$ cat src/rtl/fetch_sequencer.sv
// Instruction fetch front end: owns the PC, reads one- or two-word instructions
// from a fixed-latency memory and hands each bundle downstream over valid/ready.
module fetch_sequencer #(
  parameter int                 WIDTH    = 16,
  parameter int                 MEM_LAT  = 1,
  parameter logic [WIDTH-1:0]   RESET_PC = '0
) (
  input  logic             clk,
  input  logic             reset,
  output logic [WIDTH-1:0] imem_addr,
  output logic             imem_rd,
  input  logic [WIDTH-1:0] imem_rdata,
  output logic             out_valid,
  input  logic             out_ready,
  output logic [WIDTH-1:0] out_instr,
  output logic [WIDTH-1:0] out_n,
  output logic [WIDTH-1:0] out_pc,
  output logic             out_long,
  input  logic             redirect,
  input  logic [WIDTH-1:0] redirect_pc,
  output logic             halted,
  output logic [WIDTH-1:0] retired_count,
  output logic [2:0]       dbg_state
);

  // Handshake: a bundle transfers on any cycle where out_valid and out_ready
  // are both high; while out_valid is high and out_ready low the bundle holds.

  typedef enum logic [2:0] {
    S_FETCH1 = 3'd0,
    S_WAIT1  = 3'd1,
    S_FETCH2 = 3'd2,
    S_WAIT2  = 3'd3,
    S_VALID  = 3'd4,
    S_HALT   = 3'd5
  } state_t;

  localparam logic [2:0] LAT = 3'(MEM_LAT);

  state_t           state_q, state_d;
  logic [WIDTH-1:0] pc_q, pc_d;
  logic [2:0]       cnt_q, cnt_d;
  logic [WIDTH-1:0] instr_q, instr_d;
  logic [WIDTH-1:0] n_q, n_d;
  logic [WIDTH-1:0] opc_pc_q, opc_pc_d;
  logic             long_q, long_d;
  logic [WIDTH-1:0] retired_q, retired_d;

  logic accept;
  logic accept_stp;

  function automatic logic is_long(input logic [WIDTH-1:0] word);
    logic [4:0] op;
    op = word[WIDTH-1 -: 5];
    return op[0] & (op[4:1] != 4'b0001) & (op[4:3] != 2'b11);
  endfunction

  function automatic logic is_stp(input logic [WIDTH-1:0] word);
    return word[WIDTH-1 -: 5] == 5'b11111;
  endfunction

  assign accept     = (state_q == S_VALID) && out_ready;
  assign accept_stp = accept && is_stp(instr_q);

  always_comb begin
    state_d   = state_q;
    pc_d      = pc_q;
    cnt_d     = cnt_q;
    instr_d   = instr_q;
    n_d       = n_q;
    opc_pc_d  = opc_pc_q;
    long_d    = long_q;
    retired_d = retired_q;

    unique case (state_q)
      S_FETCH1: begin
        state_d = S_WAIT1;
        cnt_d   = 3'd1;
      end
      S_WAIT1: begin
        if (cnt_q == LAT) begin
          instr_d  = imem_rdata;
          opc_pc_d = pc_q;
          n_d      = '0;
          long_d   = 1'b0;
          state_d  = is_long(imem_rdata) ? S_FETCH2 : S_VALID;
        end else begin
          cnt_d = cnt_q + 3'd1;
        end
      end
      S_FETCH2: begin
        state_d = S_WAIT2;
        cnt_d   = 3'd1;
      end
      S_WAIT2: begin
        if (cnt_q == LAT) begin
          n_d     = imem_rdata;
          long_d  = 1'b1;
          state_d = S_VALID;
        end else begin
          cnt_d = cnt_q + 3'd1;
        end
      end
      S_VALID: begin
        if (out_ready) begin
          retired_d = retired_q + WIDTH'(1);
          pc_d      = pc_q + (long_q ? WIDTH'(2) : WIDTH'(1));
          state_d   = is_stp(instr_q) ? S_HALT : S_FETCH1;
        end
      end
      S_HALT: begin
        state_d = S_HALT;
      end
      default: begin
        state_d = S_FETCH1;
      end
    endcase

    // Redirect overrides the PC step and restarts fetch, except that a
    // simultaneously retiring STP still halts.
    if (redirect && (state_q != S_HALT)) begin
      pc_d  = redirect_pc;
      cnt_d = 3'd0;
      if (!accept_stp) begin
        state_d = S_FETCH1;
      end
    end
  end

  always_ff @(posedge clk) begin
    if (reset) begin
      state_q   <= S_FETCH1;
      pc_q      <= RESET_PC;
      cnt_q     <= 3'd0;
      instr_q   <= '0;
      n_q       <= '0;
      opc_pc_q  <= '0;
      long_q    <= 1'b0;
      retired_q <= '0;
    end else begin
      state_q   <= state_d;
      pc_q      <= pc_d;
      cnt_q     <= cnt_d;
      instr_q   <= instr_d;
      n_q       <= n_d;
      opc_pc_q  <= opc_pc_d;
      long_q    <= long_d;
      retired_q <= retired_d;
    end
  end

  // A request issued alongside a redirect would be abandoned immediately, so it
  // is suppressed; this also keeps read strobes from landing on adjacent cycles.
  assign imem_rd       = ((state_q == S_FETCH1) || (state_q == S_FETCH2)) && !redirect && !reset;
  assign imem_addr     = reset ? RESET_PC : ((state_q == S_FETCH2) ? pc_q + WIDTH'(1) : pc_q);
  assign out_valid     = (state_q == S_VALID) && !reset;
  assign out_instr     = reset ? '0 : instr_q;
  assign out_n         = reset ? '0 : n_q;
  assign out_pc        = reset ? '0 : opc_pc_q;
  assign out_long      = reset ? 1'b0 : long_q;
  assign halted        = (state_q == S_HALT) && !reset;
  assign retired_count = reset ? '0 : retired_q;
  assign dbg_state     = state_q;

endmodule

$ cat config.mk
export PLATFORM = sky130hd
export DESIGN_NAME = fetch_sequencer
export DESIGN_NICKNAME = d
export VERILOG_FILES = /design/src/rtl/fetch_sequencer.sv
export SDC_FILE = /design/constraint.sdc
export NUM_CORES = 1
export LEC_CHECK = 0
export ABC_AREA = 0
export CORE_MARGIN = 1.5
export CORE_UTILIZATION = 44
export DETAILED_ROUTE_END_ITERATION = 12
export PLACE_DENSITY = 0.84
export SLEW_MARGIN = 30
export SYNTH_ARGS = -nofsm -noshare
export SYNTH_HDL_FRONTEND = slang
export SYNTH_SLANG_ARGS = --single-unit
$ cat constraint.sdc
create_clock -name clk -period 2.5 [get_ports clk]
set_input_delay 0.75 -clock clk [delete_from_list [all_inputs] [get_ports clk]]
set_output_delay 0.75 -clock clk [all_outputs]
set_load 0.005 [all_outputs]
==> results.py <==
metrics = {
    "run_status": {
        "status": "complete, but fails checks",
        "violations": "negative setup slack",
    },
    "yosys": {
        "synth_fa_ha_area_share_pct": 2.11,
        "yosys.area_share.simple_pct": 34.6,
        "syn_area_um2": 4510,
        "synth-edff-count": 0,
        "synth-main-ff-cell": "dfxtp_1",
        "postSynth.asyncResetShare_pct": 0,
        "syn_nets": 637,
        "synthCells": 594,
        "synth.area.mux_share_pct": 0.971,
        "ys_seq_elements": 87,
        "post_synth_num_cell_types": 43,
        "synth_compound_area_share_pct": 13.5,
        "synth.yosys.seq_area_share_pct": 38.6,
        "synthXorXnorAreaFrac_pct": 5.05,
        "avgSynthCellArea_um2": 7.59,
        "yosys_warnings": 0,
        "synth_top_family_by_area": "simple AND/OR/NAND/NOR gates",
    },
    "layout": {
        "synthToLayoutAreaGrowth_pct": 58.1,
        "final_common_cell": "nand2_1",
        "final_cell_mix": "103 x nand2_1, 82 x dfxtp_1, 71 x buf_4",
        "regArea_um2": 1750,
        "nets": 814,
        "final_area_um2": 7130,
        "diodes": 0,
        "multi_input_area_um2": 2900,
        "drive_above_1_share_pct": 24.6,
        "fillers": 706,
    },
    "floorplan": {
        "rows": 36,
        "coreArea_um2": 9860,
        "die_y_um": 104,
        "pin_count": 123,
        "die_w_um": 104,
        "start_util_pct": 45.7,
        "die-area_um2": 10900,
    },
    "clock_tree": {
        "path_clk_slew_ns": 0.10,
        "cts_buffers": 9,
        "cts.htree.levels": 3,
        "cts_sinks": 87,
        "clock_latency_ns": 0.37,
        "cts_buffer_depth": 2,
        "cts_root_buf": "clkbuf_8",
        "tritoncts": "built",
    },
    "drt": {
        "drt_wl_total_um": 15900,
        "ant_nets": 0,
        "wl_per_cell_um": 17.5,
        "drt_iter0_drc": 351,
        "vias": 5125,
        "drc": 0,
        "vias_per_cell": 5.64,
        "firstDrtPassIters": 6,
    },
    "global_route": {
        "antenna_found_initial": 0,
        "grt_max_degree": 33,
        "grt_pass1_vias": 5009,
        "grt_pass1_wl_um": 23300,
        "grt_overflow": 0,
        "gr-usage-all-layers_pct": 26.6,
    },
    "sta": {
        "rsz0062_at_grt": "true",
        "fin_crit_sh_pct": 119,
        "period_needed_ns": 2.97,
        "timing_hold_violations_final": 0,
        "setup_ws_ns": -0.469,
        "tns_ns": -3.94,
        "max_slew_margin_pct": 66.1,
        "holdWs_ns": 0.448,
        "finalMaxSlewViolations": 0,
        "tightest_slew_ns": 0.508,
        "fin_skew_ns": 0.0151,
        "fmax_ghz": 0.337,
        "setup_viol": 17,
    },
    "worst_setup_path": {
        "worstSetupPathType": "reg -> out",
        "critPathCaptureType": "output pin",
        "crit_fanout": 4,
        "start_kind": "register",
        "crit_required_ns": 1.75,
        "critical_path_arrival_ns": 2.22,
    },
    "power_and_ir_drop": {
        "ir_worst_vdd_mv": 0.246,
        "power.density_nw_per_um2": 409,
        "leakagePower_nw": 2.93,
        "p_total_mw": 2.92,
    },
    "hold_path": {
        "hold_path.class": "reg -> reg",
    },
    "place": {
        "dpl_cell_area_um2": 6330,
        "numPortBuffers": 122,
        "gp_congestion": 0.939,
        "hpwl_um": 10100,
    },
    "run": {
        "drv_cap": 0,
    },
}
==> cell usage after synthesis, drive strengths merged, types with 3 or more instances <==
master	number	area, um^2
mux2	3	33.8
inv	11	41.3
buf	4	20.0
nor3b	3	22.5
o31ai	6	45.0
a21oi	64	320
nand3	22	110
dfxtp	87	1740
or3	14	87.6
nand4	10	62.6
o21ai	10	50.1
nor3	11	55.1
nand2	104	390
nand2b	3	18.8
nor2	42	158
xnor2	19	166
or4	7	52.6
and3	3	18.8
clkbuf	45	169
nor2b	64	400
ha	6	75.1
xor2	7	61.3
a211oi	10	75.1
nor4	9	56.3
a311oi	7	61.3
nand4bb	3	33.8
==> power by group <==
| group | internal (mW) | switching, mW |
|---|---|---|
| sequential | 1.41 | 0.0229 |
| combinational | 0.223 | 0.221 |
| clock | 0.479 | 0.557 |
==> sequential cells by signal (all words and copies together), names as in the netlist <==
| register | count |
|---|---|
| opc_pc_q | 16 |
| pc_q | 16 |
| n_q | 16 |
| cnt_q | 3 |
| dbg_state | 3 |
| retired_q | 16 |
| instr_q | 16 |
| long_q | 1 |
==> layout make-up <==
type                            count  area share [%]
Multi-Input combinational cell    447            40.7
Timing Repair Buffer              215            29.0
Sequential cell                    87            24.6
Tap cell                          133            2.33
Clock buffer                       10            1.79
Clock inverter                      6            1.05
Inverter                           11           0.579
==> path summary, 6_finish.rpt <==
check | endpoint | start | depth (start not counted) | slack, ns
worst min-delay path | n_q[7] | n_q[7] | 2 | 0.45
worst max register to register | pc_q[12] | dbg_state[0] | 10 | 0.01
worst max-delay path | imem_addr[13] | dbg_state[0] | 5 | -0.47
worst min register to register | n_q[7] | n_q[7] | 2 | 0.45
==> logic make-up after synthesis <==
group | after synthesis
mux | 4
flops | 87
buf+inv | 60
compound gates | 104
simple gates | 306
xor+xnor | 26
fa+ha+maj | 7
==> metrics by stage <==
| stage | setup slack (ns) | utilization, % | cells |
|---|---|---|---|
| after global placement | -0.481 | 64.2 | 871 |
| after global routing | -0.524 | 72.3 | 909 |
| final | -0.469 | 72.3 | 909 |
| after CTS | -0.525 | 68.5 | 892 |
| after floorplan | -0.0537 | - | 594 |
| after detailed placement | -0.472 | 64.2 | 871 |
==> critical path, cell delays in order, from the launching register on <==
cell     delay [ns]
dfxtp_4        0.35
or3b_4         0.41
or3_4          0.37
or4_4          0.49
a21oi_2        0.12
buf_2          0.12
==> metal layers <==
| layer | track usage (%) | vias up | share of wire [%] |
|---|---|---|---|
| met1 | 29.7 | 2403 | 38 |
| li1 | - | 2381 | - |
| met3 | 4.95 | 62 | 7.1 |
| met2 | 47.5 | 279 | 50 |
| met5 | 0 | - | 0 |
| met4 | 14.7 | 0 | 4.2 |
==> what timing repair did <==
item                       CTS  global route
setup endpoints to repair   76            48
gates resized for setup    137            61
buffers inserted             4            17
cloned                       2             2
pin swaps                   24            35
hold buffers                 0             0
(Power assumes the default switching activity.)
